[config.mk]
export PLATFORM = sky130hd
export DESIGN_NAME = board_ram_arbiter
export DESIGN_NICKNAME = d
export VERILOG_FILES = /design/src/rtl/board_ram_arbiter.sv
export SDC_FILE = /design/constraint.sdc
export NUM_CORES = 1
export LEC_CHECK = 0
export BUFFER_PORTS_ARGS = -buffer_cell sky130_fd_sc_hd__buf_2
export CAP_MARGIN = 5
export CORE_ASPECT_RATIO = 2
export CORE_MARGIN = 2
export CORE_UTILIZATION = 47
export DETAILED_ROUTE_END_ITERATION = 10
export HOLD_SLACK_MARGIN = 0.15
export PLACE_DENSITY = 0.85
export SETUP_SLACK_MARGIN = 0.3
export SLEW_MARGIN = 0
export SYNTH_ARGS = -nofsm -noshare
export SYNTH_HDL_FRONTEND = slang
export SYNTH_SLANG_ARGS = --single-unit
[constraint.sdc]
create_clock -name CLOCK_50 -period 2.25 [get_ports CLOCK_50]
set_input_delay 0.45 -clock CLOCK_50 [delete_from_list [all_inputs] [get_ports CLOCK_50]]
set_output_delay 0.45 -clock CLOCK_50 [all_outputs]
set_load 0.05 [all_outputs]
[src/rtl/board_ram_arbiter.sv]
// rtl/board_ram_arbiter.sv - game/display arbiter for the 32768x3 board RAM, optional wipe engine (BOARD_ARB_CLEAR_EN)
`timescale 1ns/1ps

module board_ram_arbiter #(
    parameter int MAX_WAIT = 4
) (
    input  logic        CLOCK_50,
    input  logic        resetn,
    input  logic        g_req,
    input  logic        g_we,
    input  logic [14:0] g_addr,
    input  logic [2:0]  g_wdata,
    output logic        g_gnt,
    output logic        g_rvalid,
    output logic [2:0]  g_rdata,
    input  logic        d_req,
    input  logic [14:0] d_addr,
    output logic        d_gnt,
    output logic        d_rvalid,
    output logic [2:0]  d_rdata,
    input  logic        clear_req,
    output logic        clear_busy,
    output logic [14:0] ram_addr,
    output logic [2:0]  ram_wdata,
    output logic        ram_wren,
    input  logic [2:0]  ram_q
);

    localparam logic [3:0] MAX_WAIT_C = 4'(MAX_WAIT);

    logic        clearing;
    logic [14:0] clr_addr;

    logic [3:0]  wait_q, wait_d;
    logic        g_win, d_win;
    logic [14:0] addr_q;
    logic [2:0]  wdata_q;
    logic        g_tag_q, d_tag_q;
    logic [2:0]  g_rdata_q, d_rdata_q;

`ifdef BOARD_ARB_CLEAR_EN
    typedef enum logic {ST_IDLE, ST_CLEAR} state_t;

    state_t      state_q;
    logic [14:0] clr_cnt_q;
    logic        clear_busy_q;

    // Wipe FSM: one write per cycle over the whole board, then back to arbitration
    always_ff @(posedge CLOCK_50 or negedge resetn) begin
        if (!resetn) begin
            state_q      <= ST_IDLE;
            clr_cnt_q    <= '0;
            clear_busy_q <= 1'b0;
        end else begin
            case (state_q)
                ST_IDLE: begin
                    if (clear_req) begin
                        state_q      <= ST_CLEAR;
                        clr_cnt_q    <= '0;
                        clear_busy_q <= 1'b1;
                    end
                end
                ST_CLEAR: begin
                    clr_cnt_q <= clr_cnt_q + 15'd1;
                    if (clr_cnt_q == 15'h7FFF) begin
                        state_q      <= ST_IDLE;
                        clear_busy_q <= 1'b0;
                    end
                end
                default: begin
                    state_q      <= ST_IDLE;
                    clear_busy_q <= 1'b0;
                end
            endcase
        end
    end

    assign clearing   = (state_q == ST_CLEAR);
    assign clr_addr   = clr_cnt_q;
    assign clear_busy = clear_busy_q;
`else
    logic unused_clear_req;

    assign unused_clear_req = clear_req;
    assign clearing         = 1'b0;
    assign clr_addr         = '0;
    assign clear_busy       = 1'b0;
`endif

    // Grant decision: game has priority unless the display has waited MAX_WAIT cycles
    always_comb begin
        g_win = 1'b0;
        d_win = 1'b0;
        if (resetn && !clearing) begin
            if (d_req && ((wait_q == MAX_WAIT_C) || !g_req)) begin
                d_win = 1'b1;
            end else if (g_req) begin
                g_win = 1'b1;
            end
        end
    end

    // Display starvation counter: counts denied cycles, saturates, clears on grant or idle
    always_comb begin
        wait_d = wait_q;
        if (clearing || !d_req || d_win) begin
            wait_d = '0;
        end else if (wait_q < MAX_WAIT_C) begin
            wait_d = wait_q + 4'd1;
        end
    end

    // RAM port mux: wipe engine, then the winner, otherwise hold the last address/data
    always_comb begin
        ram_addr  = addr_q;
        ram_wdata = wdata_q;
        ram_wren  = 1'b0;
        if (clearing) begin
            ram_addr  = clr_addr;
            ram_wdata = 3'b000;
            ram_wren  = 1'b1;
        end else if (g_win) begin
            ram_addr  = g_addr;
            ram_wdata = g_wdata;
            ram_wren  = g_we;
        end else if (d_win) begin
            ram_addr  = d_addr;
        end
    end

    // Starvation counter register
    always_ff @(posedge CLOCK_50 or negedge resetn) begin
        if (!resetn) begin
            wait_q <= '0;
        end else begin
            wait_q <= wait_d;
        end
    end

    // Remember the RAM drive for hold cycles and tag granted reads for the return path
    always_ff @(posedge CLOCK_50 or negedge resetn) begin
        if (!resetn) begin
            addr_q  <= '0;
            wdata_q <= '0;
            g_tag_q <= 1'b0;
            d_tag_q <= 1'b0;
        end else begin
            addr_q  <= ram_addr;
            wdata_q <= ram_wdata;
            g_tag_q <= g_win && !g_we;
            d_tag_q <= d_win;
        end
    end

    // Capture returned read data so each requester's rdata holds between pulses
    always_ff @(posedge CLOCK_50 or negedge resetn) begin
        if (!resetn) begin
            g_rdata_q <= '0;
            d_rdata_q <= '0;
        end else begin
            if (g_tag_q) begin
                g_rdata_q <= ram_q;
            end
            if (d_tag_q) begin
                d_rdata_q <= ram_q;
            end
        end
    end

    assign g_gnt    = g_win;
    assign d_gnt    = d_win;
    assign g_rvalid = g_tag_q;
    assign d_rvalid = d_tag_q;
    assign g_rdata  = g_tag_q ? ram_q : g_rdata_q;
    assign d_rdata  = d_tag_q ? ram_q : d_rdata_q;

endmodule

; Word-level counts from Yosys, hierarchy flattened
; Cells that the tools add are included.
[totals]
register_bits = 30
wordCells = 31
[classes]
n_mux = 13
order_cmp = 1
n_eq_ne = 1
n_addsub = 1
n_reduce_logical = 8
[ops]
columns = operator, count
row1 = 15-bit two-way mux, 2
row2 = 3-bit two-way mux, 3
row3 = 4-bit two-way mux, 2
row4 = 1-bit two-way mux, 6
row5 = 4-bit by 1-bit adder with 4-bit output (second input constant), 1
row6 = 4-bit by 3-bit == test with 1-bit output (second input constant), 1
row7 = 4-bit by 3-bit less-than comparator with 1-bit output (second input constant), 1
row8 = 1-bit logical NOT, 3
row9 = 1-bit logical AND, 2
row10 = 1-bit logical OR, 2
row11 = 2-bit nonzero test, 1

; Longest topological paths before layout
[logic_depth]
depth_word = 7
ltp_mapped = 7

; Least setup slack after synthesis
; No wires, ideal clock.
[synth_path]
path_kind = in2out
from = in resetn
to = out ram_addr[1]
n_path_buf = 3
t_arrival_ns = 1.699
stages = 6
slack_ns = 0.101
cell_sequence = buf_6 -> nor2b_4 -> buf_6 -> buf_6 -> a311oi_1 -> o221a_1
[synth_via]
elab_chain_cells = 3
word_cells_on_any_way = 4
cone_classes = mux: 4
[synth_lines]
columns = item, line
row1 = start: declaration, 8  ; input logic resetn,
row2 = 1-bit two-way mux, 94  ; if (resetn && !clearing) begin
row3 = 15-bit two-way mux, 126  ; end else if (d_win) begin
row4 = 15-bit two-way mux (*), 122  ; end else if (g_win) begin
row5 = end: declaration, 23  ; output logic [14:0] ram_addr,
; Every way passes the cells marked *; elsewhere a longest branch is shown, timed or not.

; Worst setup path after layout
[layout_path]
from = reg wait_q[1]
to = out ram_addr[0]
[layout_via]
elab_chain_cells = 7
word_cells_on_any_way = 9
cone_classes = eq/ne: 1 / mux: 6 / reduce/logical: 2
[layout_lines]
columns = item, line
row1 = start: declaration, 34  ; logic [3:0] wait_q, wait_d;
row2 = start signal: assignment, 136  ; wait_q <= wait_d;
row3 = 4-bit by 3-bit == test with 1-bit output (*), 95  ; if (d_req && ((wait_q == MAX_WAIT_C) || !g_req)) begin
row4 = 1-bit logical OR (*), 95
row5 = 1-bit logical AND (*), 95
row6 = 1-bit two-way mux, 95
row7 = 1-bit two-way mux, 94
row8 = 15-bit two-way mux, 126
row9 = 15-bit two-way mux (*), 122
; Marked as above.

==> results.py <==
metrics = {
    "layout": {
        "post-route-util_pct": 76.0,
        "layout-drive-gt1-share_pct": 56.7,
        "antennaDiodeCount": 0,
        "fin_area_mm2": 0.00254,
        "final_common_cell": "buf_2",
        "layout_common_cells": "buf_2 (49), dfrtp_1 (30), buf_4 (25), nor2_1 (19), inv_1 (18)",
        "nFillCells": 228,
        "nNetsFinal": 289,
        "area_growth_pct": 56.7,
    },
    "worst_setup_path": {
        "critPathArrivalTime_ns": 1.89,
        "critPathKind": "reg -> out",
        "critPathRequiredTime_ns": 1.80,
        "crit_path_max_fanout": 6,
        "critPathLaunchType": "flop",
        "worst_setup_path_end_kind": "primary output",
    },
    "die": {
        "die_w_um": 45.5,
        "num_rows": 30,
        "initial_utilization_pct": 48.5,
        "dieArea_mm2": 0.00396,
        "die_h_um": 87,
        "ioPinCount": 72,
        "core_mm2": 0.00334,
    },
    "yosys": {
        "synth_area_mm2": 0.00162,
        "ys_seq_elements": 30,
        "avgSynthCellArea_um2": 10.3,
        "syn-num-nets": 201,
        "synth_top_family_by_area": "compound AO/OA/AOI/OAI gates",
        "synth_simple_gate_area_share_pct": 12.9,
        "syn_inst": 157,
        "ys_seq_area_share_pct": 46.4,
        "synth_ff_type": "dfrtp_1",
        "synth_cell_types": 24,
        "synth-compound-area-share_pct": 20.6,
        "synth_xor_area_share_pct": 0.541,
        "synthAdderAreaFrac_pct": 1.55,
        "yosys_warnings": 0,
        "synth_edf_count": 0,
        "async_flop_share_pct": 100,
        "muxShareOfSynthArea_pct": 6.26,
    },
    "detailed_routing": {
        "drc_errors": 0,
        "vias": 1541,
        "drtPass1Iterations": 6,
        "first_iter_violations": 44,
        "wirelength_mm": 4.77,
        "ant_nets": 0,
        "viasPerCell": 5.56,
        "routedWlPerCell_um": 17.2,
    },
    "clock_tree": {
        "cts.clk_slew.worst_paths_ns": 0.06,
        "cts_root_buffer": "clkbuf_8",
        "clock_latency_ns": 0.28,
        "cts_sinks": 30,
        "clk_path_buf_depth": 2,
        "cts_tree": "done",
        "htree_levels": 2,
        "numCtsBuffers": 5,
    },
    "flow_run": {
        "cap_viol_max_count": 0,
    },
    "placement": {
        "placed_area_mm2": 0.00216,
        "routabilityCongestion": 0.797,
        "dp_hpwl_mm": 3.28,
        "numPortBuffers": 69,
    },
    "sta": {
        "fmax_mhz": 426,
        "hold_viol_final": 0,
        "setup_viol": 18,
        "finalMaxSlewViolations": 0,
        "layout_worst_path_cycle_share_pct": 104,
        "fin_skew_ns": 0.00336,
        "rsz0062_at_grt": "true",
        "min_period_ns": 2.34,
        "worst_slack_ns": -0.0948,
    },
    "grt": {
        "antenna_found_initial": 0,
        "grt_overflow": 0,
        "grt_pass1_wl_mm": 7.69,
        "grt_max_degree": 18,
        "grt_pass1_vias": 1649,
        "grt_use_total_pct": 27.0,
    },
    "power": {
        "power_density_mw_per_mm2": 756,
        "ir_drop_mv": 0.452,
        "p_leak_nw": 1.22,
    },
    "hold_path": {
        "hold_class": "in -> async",
    },
    "outcome": {
        "violations": "setup timing",
        "outcome": "finished, violations left",
    },
}
==> registers in the layout, indices dropped and copies added, names as in the netlist <==
signal and count:
addr_q 15, d_rdata_q 3, d_rvalid 1, g_rdata_q 3
g_rvalid 1, wait_q 4, wdata_q 3
==> cell families (layout without fill, tap and decap cells) <==
| family | after synthesis | count (layout) |
|---|---|---|
| fa+ha+maj | 2 | 2 |
| other cells | 1 | 1 |
| xor+xnor | 1 | 1 |
| buf+inv | 36 | 124 |
| mux | 9 | 9 |
| flops | 30 | 30 |
| compound gates | 36 | 36 |
| simple gates | 42 | 42 |
==> worst max-delay path: stages, from the launching register on <==
cell      delay [ns]
dfrtp_1         0.39
inv_2           0.08
ha_4            0.14
nand3b_4        0.09
o211ai_1        0.21
buf_4           0.21
buf_12          0.13
o221a_4         0.21
buf_8           0.15
==> through the flow <==
stage	power, W	hold slack (ns)	setup WS, ns	cells	TNS [ns]
after floorplan	0.00120	0.154	0.202	157	0
after global placement	0.00136	0.273	0.0504	262	0
after detailed placement	0.00137	0.275	0.0292	262	0
after CTS	0.00190	0.187	-0.115	274	-1.73
after global routing	0.00200	0.211	-0.179	277	-2.78
final	0.00192	0.184	-0.0948	277	-1.32
==> cells in the mapped netlist (all sizes together), types with 2 or more instances <==
| cell | instances | share of area, % |
|---|---|---|
| ha | 2 | 1.5 |
| clkbuf | 3 | 0.70 |
| buf | 12 | 5.9 |
| dfrtp | 30 | 46 |
| mux2 | 9 | 6.3 |
| nor3 | 16 | 4.9 |
| a311oi | 15 | 8.1 |
| nor2b | 2 | 1.2 |
| nand2 | 2 | 0.46 |
| a21oi | 3 | 0.93 |
| nor2 | 20 | 4.6 |
| inv | 21 | 4.9 |
| o221a | 15 | 10 |
==> path summary, 6_finish.rpt <==
path	startpoint	to	slack, ns	cells past startpoint
max in group asynchronous	resetn	wait_q[3]	1.57	2
max	wait_q[1]	ram_addr[0]	-0.09	8
min	resetn	addr_q[14]	0.18	2
max reg2reg	wait_q[1]	addr_q[0]	0.68	6
min reg2reg	g_rdata_q[1]	g_rdata_q[1]	0.50	1
min in group CLOCK_50	g_we	g_rvalid	0.35	2
==> layer usage <==
layer  up-vias  GRT usage [%]  wire [µm]
li1        740              -          -
met1       736           25.8       1540
met2        55           52.2       2930
met3        10           6.43        204
met4         0           8.02         96
met5         -              0          0
==> repair_timing <==
action,in CTS,in global routing
gates resized for setup,59,6
setup endpoints to repair,21,21
pin swaps,3,5
buffers inserted,3,3
cloned,1,0
endpoints found under the hold margin,1,0
hold buffers,1,0
==> power by group <==
group	switching [W]	internal [W]	total (W)	leakage [nW]
Combinational	0.000510	0.000352	0.000862	0.828
Clock	0.000185	0.000212	0.000397	0.0383
Sequential	0.0000390	0.000620	0.000659	0.356
Total	0.000734	0.00118	0.00192	1.22
==> layout make-up <==
type	count	area, µm²	share of cell area (%)
Sequential cell	30	751	29.6
Timing Repair Buffer	96	738	29.1
Multi-Input combinational cell	91	851	33.5
Inverter	21	81.3	3.21
Tap cell	32	40.0	1.58
Clock buffer	7	76.3	3.01
Power figures use the tool's default switching activity.
